## config.mk

```make
export PLATFORM = sky130hd
export DESIGN_NAME = mem_arbiter
export DESIGN_NICKNAME = d
export VERILOG_FILES = /design/src/rtl/mem_arbiter.sv
export SDC_FILE = /design/constraint.sdc
export NUM_CORES = 1
export LEC_CHECK = 0
export BUFFER_PORTS_ARGS = -buffer_cell sky130_fd_sc_hd__buf_2
export CAP_MARGIN = 20
export CORE_UTILIZATION = 40
export CTS_BUF_LIST = sky130_fd_sc_hd__clkbuf_16
export CTS_CLUSTER_DIAMETER = 100
export DETAILED_ROUTE_END_ITERATION = 7
export PLACE_DENSITY = 0.79
export REMOVE_ABC_BUFFERS = 1
export SKIP_CTS_REPAIR_TIMING = 1
export SLEW_MARGIN = 20
export SYNTH_ARGS = -nofsm -noshare
export SYNTH_HDL_FRONTEND = slang
export SYNTH_SLANG_ARGS = --single-unit
```

## constraint.sdc

```tcl
create_clock -name clk -period 3.56 [get_ports clk]
set_input_delay 0.178 -clock clk [delete_from_list [all_inputs] [get_ports clk]]
set_output_delay 0.178 -clock clk [all_outputs]
set_load 0.005 [all_outputs]
```

## src/rtl/mem_arbiter.sv

```systemverilog
// ---- mem_arbiter: round-robin arbiter giving two request ports access to one data memory (rev 1.0) ----
`default_nettype none

module mem_arbiter #(
   parameter int DEPTH = 4001
) (
   input  logic        clk,
   input  logic        rst_n,
   input  logic        a_req,
   input  logic        a_we,
   input  logic [31:0] a_addr,
   input  logic [31:0] a_wdata,
   output logic        a_ack,
   output logic [31:0] a_rdata,
   input  logic        b_req,
   input  logic        b_we,
   input  logic [31:0] b_addr,
   input  logic [31:0] b_wdata,
   output logic        b_ack,
   output logic [31:0] b_rdata,
   output logic        m_mem_read,
   output logic        m_mem_write,
   output logic [31:0] m_addr,
   output logic [31:0] m_wdata,
   input  logic [31:0] m_rdata
);

   localparam logic [1:0]  S_IDLE  = 2'd0;
   localparam logic [1:0]  S_WR    = 2'd1;
   localparam logic [1:0]  S_RD    = 2'd2;
   localparam logic [1:0]  S_ACK   = 2'd3;
   localparam logic [31:0] DEPTH_W = 32'(DEPTH);

   logic [1:0]  state, state_nx;
   logic        owner;        // 0 = port A, 1 = port B
   logic        last_grant;
   logic        in_range;
   logic        any_req, grant_b, sel_we, sel_inr;
   logic [31:0] sel_addr, sel_wdata;
   logic        mem_read_nx, mem_write_nx, a_ack_nx, b_ack_nx;

   // B wins only when A is idle or A held the previous grant.
   always_comb begin
      any_req   = a_req | b_req;
      grant_b   = b_req & (~a_req | ~last_grant);
      sel_we    = grant_b ? b_we    : a_we;
      sel_addr  = grant_b ? b_addr  : a_addr;
      sel_wdata = grant_b ? b_wdata : a_wdata;
      sel_inr   = (sel_addr < DEPTH_W);
   end

   always_ff @(posedge clk or negedge rst_n) begin
      if (!rst_n) state <= S_IDLE;
      else        state <= state_nx;
   end

   always_comb begin
      state_nx = S_IDLE;
      case (state)
         S_IDLE:  state_nx = any_req ? (sel_we ? S_WR : S_RD) : S_IDLE;
         S_WR:    state_nx = S_ACK;
         S_RD:    state_nx = S_ACK;
         S_ACK:   state_nx = S_IDLE;
         default: state_nx = S_IDLE;
      endcase
   end

   // Next values of the registered outputs; strobes are suppressed for out-of-range addresses.
   always_comb begin
      mem_read_nx  = 1'b0;
      mem_write_nx = 1'b0;
      a_ack_nx     = 1'b0;
      b_ack_nx     = 1'b0;
      case (state)
         S_IDLE: begin
            mem_write_nx = any_req &  sel_we & sel_inr;
            mem_read_nx  = any_req & ~sel_we & sel_inr;
         end
         S_WR, S_RD: begin
            a_ack_nx = ~owner;
            b_ack_nx =  owner;
         end
         default: ;
      endcase
   end

   always_ff @(posedge clk or negedge rst_n) begin
      if (!rst_n) begin
         m_mem_read  <= 1'b0;
         m_mem_write <= 1'b0;
         a_ack       <= 1'b0;
         b_ack       <= 1'b0;
         m_addr      <= '0;
         m_wdata     <= '0;
         a_rdata     <= '0;
         b_rdata     <= '0;
         owner       <= 1'b0;
         last_grant  <= 1'b1;
         in_range    <= 1'b0;
      end else begin
         m_mem_read  <= mem_read_nx;
         m_mem_write <= mem_write_nx;
         a_ack       <= a_ack_nx;
         b_ack       <= b_ack_nx;
         if (state == S_IDLE && any_req) begin
            owner      <= grant_b;
            last_grant <= grant_b;
            in_range   <= sel_inr;
            m_addr     <= sel_addr;
            m_wdata    <= sel_wdata;
         end
         if (state == S_RD) begin
            if (owner) b_rdata <= in_range ? m_rdata : '0;
            else       a_rdata <= in_range ? m_rdata : '0;
         end
      end
   end

endmodule

`default_nettype wire

```

[Word-level counts from Yosys, hierarchy flattened]
Index checks and enable logic that the tools add are counted.
Cells by class
  order comparisons: 1
  equal/unequal tests: 3
  mux-type cells: 11
  bitwise logic cells: 11
  reductions and logical operators: 5
Operators by type and width (number)
  $mux W32: 3
  $lt A32 B12 Y1 const B: 1
  $pmux W2 S3: 1
  $and A1 B1 Y1: 5
  $mux W1: 5
  $eq A2 B2 Y1 const B: 2
  $mux W2: 2
  $not A1 Y1: 4
  $reduce_and A2 Y1: 2
  $eq A2 B1 Y1 const B: 1
  $logic_not A2 Y1: 1
  $or A1 B1 Y1: 2
  $reduce_or A2 Y1: 1
  $logic_and A1 B1 Y1: 1
Word-level totals
  register bits after elaboration: 137
  input port bits: 166
  output and inout bits: 132
  logic and storage cells: 43

[Longest topological paths before layout]
  word-level depth: 8
  gate-level depth with buffers: 7
  mapped depth without buffers: 5

[Worst setup path after synthesis]
Ideal clock, no wire load.
  path type: reg2reg
  start: reg last_grant
  end: reg m_addr[12]
  library setup time: 0.132 ns
  data arrival time: 1.441 ns
  required time: 3.428 ns
  slack: 1.987 ns
  stages on the path, launching flop included: 7
  buffers on the path: 3
  period minus slack after synthesis: 1.573 ns
  path through: dfstp_2 -> a21bo_1 -> buf_2 -> buf_6 -> buf_2 -> mux2i_1 -> o21ai_1
Between the ends
  longest elaborated chain between the ends: 4
RTL lines
  from (decl): line 36  | logic last_grant;
  from (signal assigned): line 107  | last_grant <= grant_b;
  $not A1 Y1: line 45  | grant_b = b_req & (~a_req | ~last_grant);
  $or A1 B1 Y1: line 45
  $and A1 B1 Y1: line 45
  $mux W32: line 47  | sel_addr = grant_b ? b_addr : a_addr;
  to (signal assigned): line 109  | m_addr <= sel_addr;
  to (decl): line 23  | output logic [31:0] m_addr,
No other way between the ends.
A chain may end at the register's enable or synchronous reset.

[Worst setup path after layout]
  start: reg last_grant
  end: reg m_wdata[0]
Between the ends
  longest elaborated chain between the ends: 4
RTL lines
  $not A1 Y1: line 45
  $or A1 B1 Y1: line 45
  $and A1 B1 Y1: line 45
  $mux W32: line 48  | sel_wdata = grant_b ? b_wdata : a_wdata;
  to (signal assigned): line 110  | m_wdata <= sel_wdata;
  to (decl): line 24  | output logic [31:0] m_wdata,
No other way between the ends.

==> out/metrics.csv <==
stage,metric,value,unit
clock_network,clk_pin_slew,60,ps
pwr,total_power,5.87,mW
clock_network,cts_tree,yes,
synth,synth_area_leader_cell,dfrtp_1,
route,via_count,5264,
place,io_buffers,297,
synth,syn_inst,581,
synth,synth_top_area_frac,0.583,
setup_path,cp-end-kind,flip-flop,
die,rows,43,
timing,hold_viol,0,
grt,grt-ovfl-total,0,
clock_network,cts_buffer_depth,2,
route,drc,0,
setup_path,critPathMaxFanout,33,
grt,grt_pass1_vias,5032,
die,start_util,0.415,
grt,busiest_layer,met2,
timing,max_freq,499,MHz
synth,synthFlopType,dfrtp_1,
grt,grt_max_degree,132,
place,dp_hpwl,12500,µm
clock_network,insertion_delay,420,ps
timing,grt_setup_unrepaired,no,
setup_path,worstReg2RegStart,last_grant$_DFFE_PN1P_,
die,core,14000,µm²
timing,tightest_slew,826,ps
synth,yosysUniqueCellTypes,34,
grt,grt_pass1_wl,25100,µm
die,dieArea,15100,µm²
synth,synth-seq-cells,137,
synth,synth_edf_count,0,
timing,fin_crit_sh,0.563,
clock_network,cts_sinks,137,
hold_path,min_to,b_rdata[19]$_DFFE_PN0P_,
setup_path,path_class,reg2reg,
route,first_pass_iters,4,
timing,drv_slew,0,
final_layout,mostFrequentLayoutCell,buf_2,
synth,synth_area_leaders,"dfrtp_1, o21ai_1, mux2i_1",
setup_path,r2r_slack,1560,ps
pwr,power.density,721,nW/µm²
route,wl,16700,µm
die,die_w,123,µm
pwr,ir_worst_vdd,0.426,mV
place,place.gp.congestion,0.828,
hold_path,hold_start,m_rdata[19],
grt,grtUsageMet1,0.236,
setup_path,worst_ep_required_time,3840,ps
grt,grt_util_met3,0.0920,
final_layout,final_cell_mix,"buf_2, nand2_1, dfrtp_1, o21ai_1, mux2i_1",
setup_path,r2r_cells,4,
final_layout,antennaDiodeCount,0,
final_layout,nets,1033,
timing,min_period,2000,ps
grt,grtUsageTotal,0.223,
route,avgViaCountPerCell,4.98,
grt,antenna_found_initial,0,
pwr,leakagePower,4.35,nW
setup_path,critPathLaunchType,flip-flop,
timing,maxSlewHeadroom,0.449,
grt,met2_usage,0.388,
route,wl_per_cell,15.8,µm
synth,yosysWarningCount,0,
timing,skew,6.53,ps
timing,tns,0,ps
clock_network,numCtsBuffers,17,
timing,setup_violations,0,
flow_run,drv_cap,0,
synth,synth_area,5830,µm²
route,drt_iter0_markers,229,
final_layout,drive_above_1_share,0.391,
synth,syn_area_per_cell,10.0,µm²
synth,async_reset_ff_frac,1.00,
die,num_io_pins,298,
setup_path,reg2reg_to,m_wdata[0]$_DFFE_PN0P_,
die,die_h,123,µm
final_layout,area_growth,39.4,%
clock_network,cts_max_level,4,
clock_network,root_buffer,clkbuf_16,
status,status,finished clean,
hold_path,whs_path_depth,3,
route,detail-route-antenna-nets,0,
synth,ys_seq_area_frac,0.588,
hold_path,hp-class,in2reg,
setup_path,arrival,2280,ps
==> cell usage after synthesis, types with 3 or more instances <==
| cell type | count |
|---|---|
| clkbuf_1 | 29 |
| buf_2 | 7 |
| dfrtp_1 | 136 |
| nor2_1 | 3 |
| nand2_1 | 164 |
| nor4_1 | 8 |
| inv_1 | 3 |
| mux2i_1 | 64 |
| nor2b_1 | 3 |
| o21ai_1 | 130 |
==> critical path, stage by stage (launching register included) <==
cell and delay, ps:
dfstp_2 570, a21bo_4 530, buf_4 400, mux2i_1 240, o21ai_1 90
==> final cells by class <==
| type | count | area, µm² |
|---|---|---|
| fillers | 1218 | 5910 |
| flip-flops and latches | 137 | 3430 |
| multi-input cells | 402 | 2260 |
| repair buffers | 304 | 1590 |
| clock buffers | 17 | 425 |
| well taps | 180 | 225 |
| clock inverters | 15 | 199 |
| inverters | 3 | 11.3 |
==> per-layer routing <==
metal  wire length (µm)  share of wire  vias up
li1                   -              -     2571
met1               6210           0.37     2421
met2               8340           0.50      240
met3               1730           0.10       32
met4                457          0.027        0
met5                  0              0        -
==> flip-flops by register name, summed over array words and instances (netlist names), 2 cells and up <==
signal,flops
a_rdata,32
b_rdata,32
m_addr,32
m_wdata,32
state,2
==> how the worst max path moves through the flow <==
stage | slack, ps | startpoint | depth (start not counted) | endpoint
2_1_floorplan | -1360 | b_req | 2 | owner$_DFFE_PN0P_
3_3_place_gp | 1630 | last_grant$_DFFE_PN1P_ | 4 | m_wdata[10]$_DFFE_PN0P_
5_1_grt | 1470 | last_grant$_DFFE_PN1P_ | 4 | m_wdata[0]$_DFFE_PN0P_
6_report | 1560 | last_grant$_DFFE_PN1P_ | 4 | m_wdata[0]$_DFFE_PN0P_
3_5_place_dp | 1570 | last_grant$_DFFE_PN1P_ | 4 | m_wdata[0]$_DFFE_PN0P_
4_1_cts | 1570 | last_grant$_DFFE_PN1P_ | 4 | m_wdata[0]$_DFFE_PN0P_
==> kinds of logic after synthesis <==
kind of cell             after synthesis  synth area share
adder cells (fa/ha/maj)                2           0.00429
multiplexers                          65             0.112
AND/OR/NAND/NOR                      190             0.133
buffers and inverters                 42            0.0298
AO/OA/AOI/OAI                        145             0.134
flip-flops                           137             0.588
==> metrics by stage <==
| stage | hold slack [ps] | util | setup slack (ps) | area, µm² | cells |
|---|---|---|---|---|---|
| final | 16.3 | 0.579 | 1560 | 8140 | 1058 |
| after global routing | 7.61 | 0.579 | 1470 | 8140 | 1058 |
| after CTS | -174 | 0.578 | 1570 | 8120 | 1057 |
| after detailed placement | 288 | 0.534 | 1570 | 7500 | 1025 |
| after global placement | 284 | 0.532 | 1630 | 7470 | 1024 |
| after floorplan | -118 | - | -1360 | 5670 | 542 |
==> where the power goes <==
part	internal, mW	switching, mW	total [mW]
Sequential	2.00	0.231	2.24
Clock	1.17	0.676	1.85
Combinational	0.738	1.04	1.78
Total	3.92	1.95	5.87
Note: power is estimated with default switching activity, not from simulation.
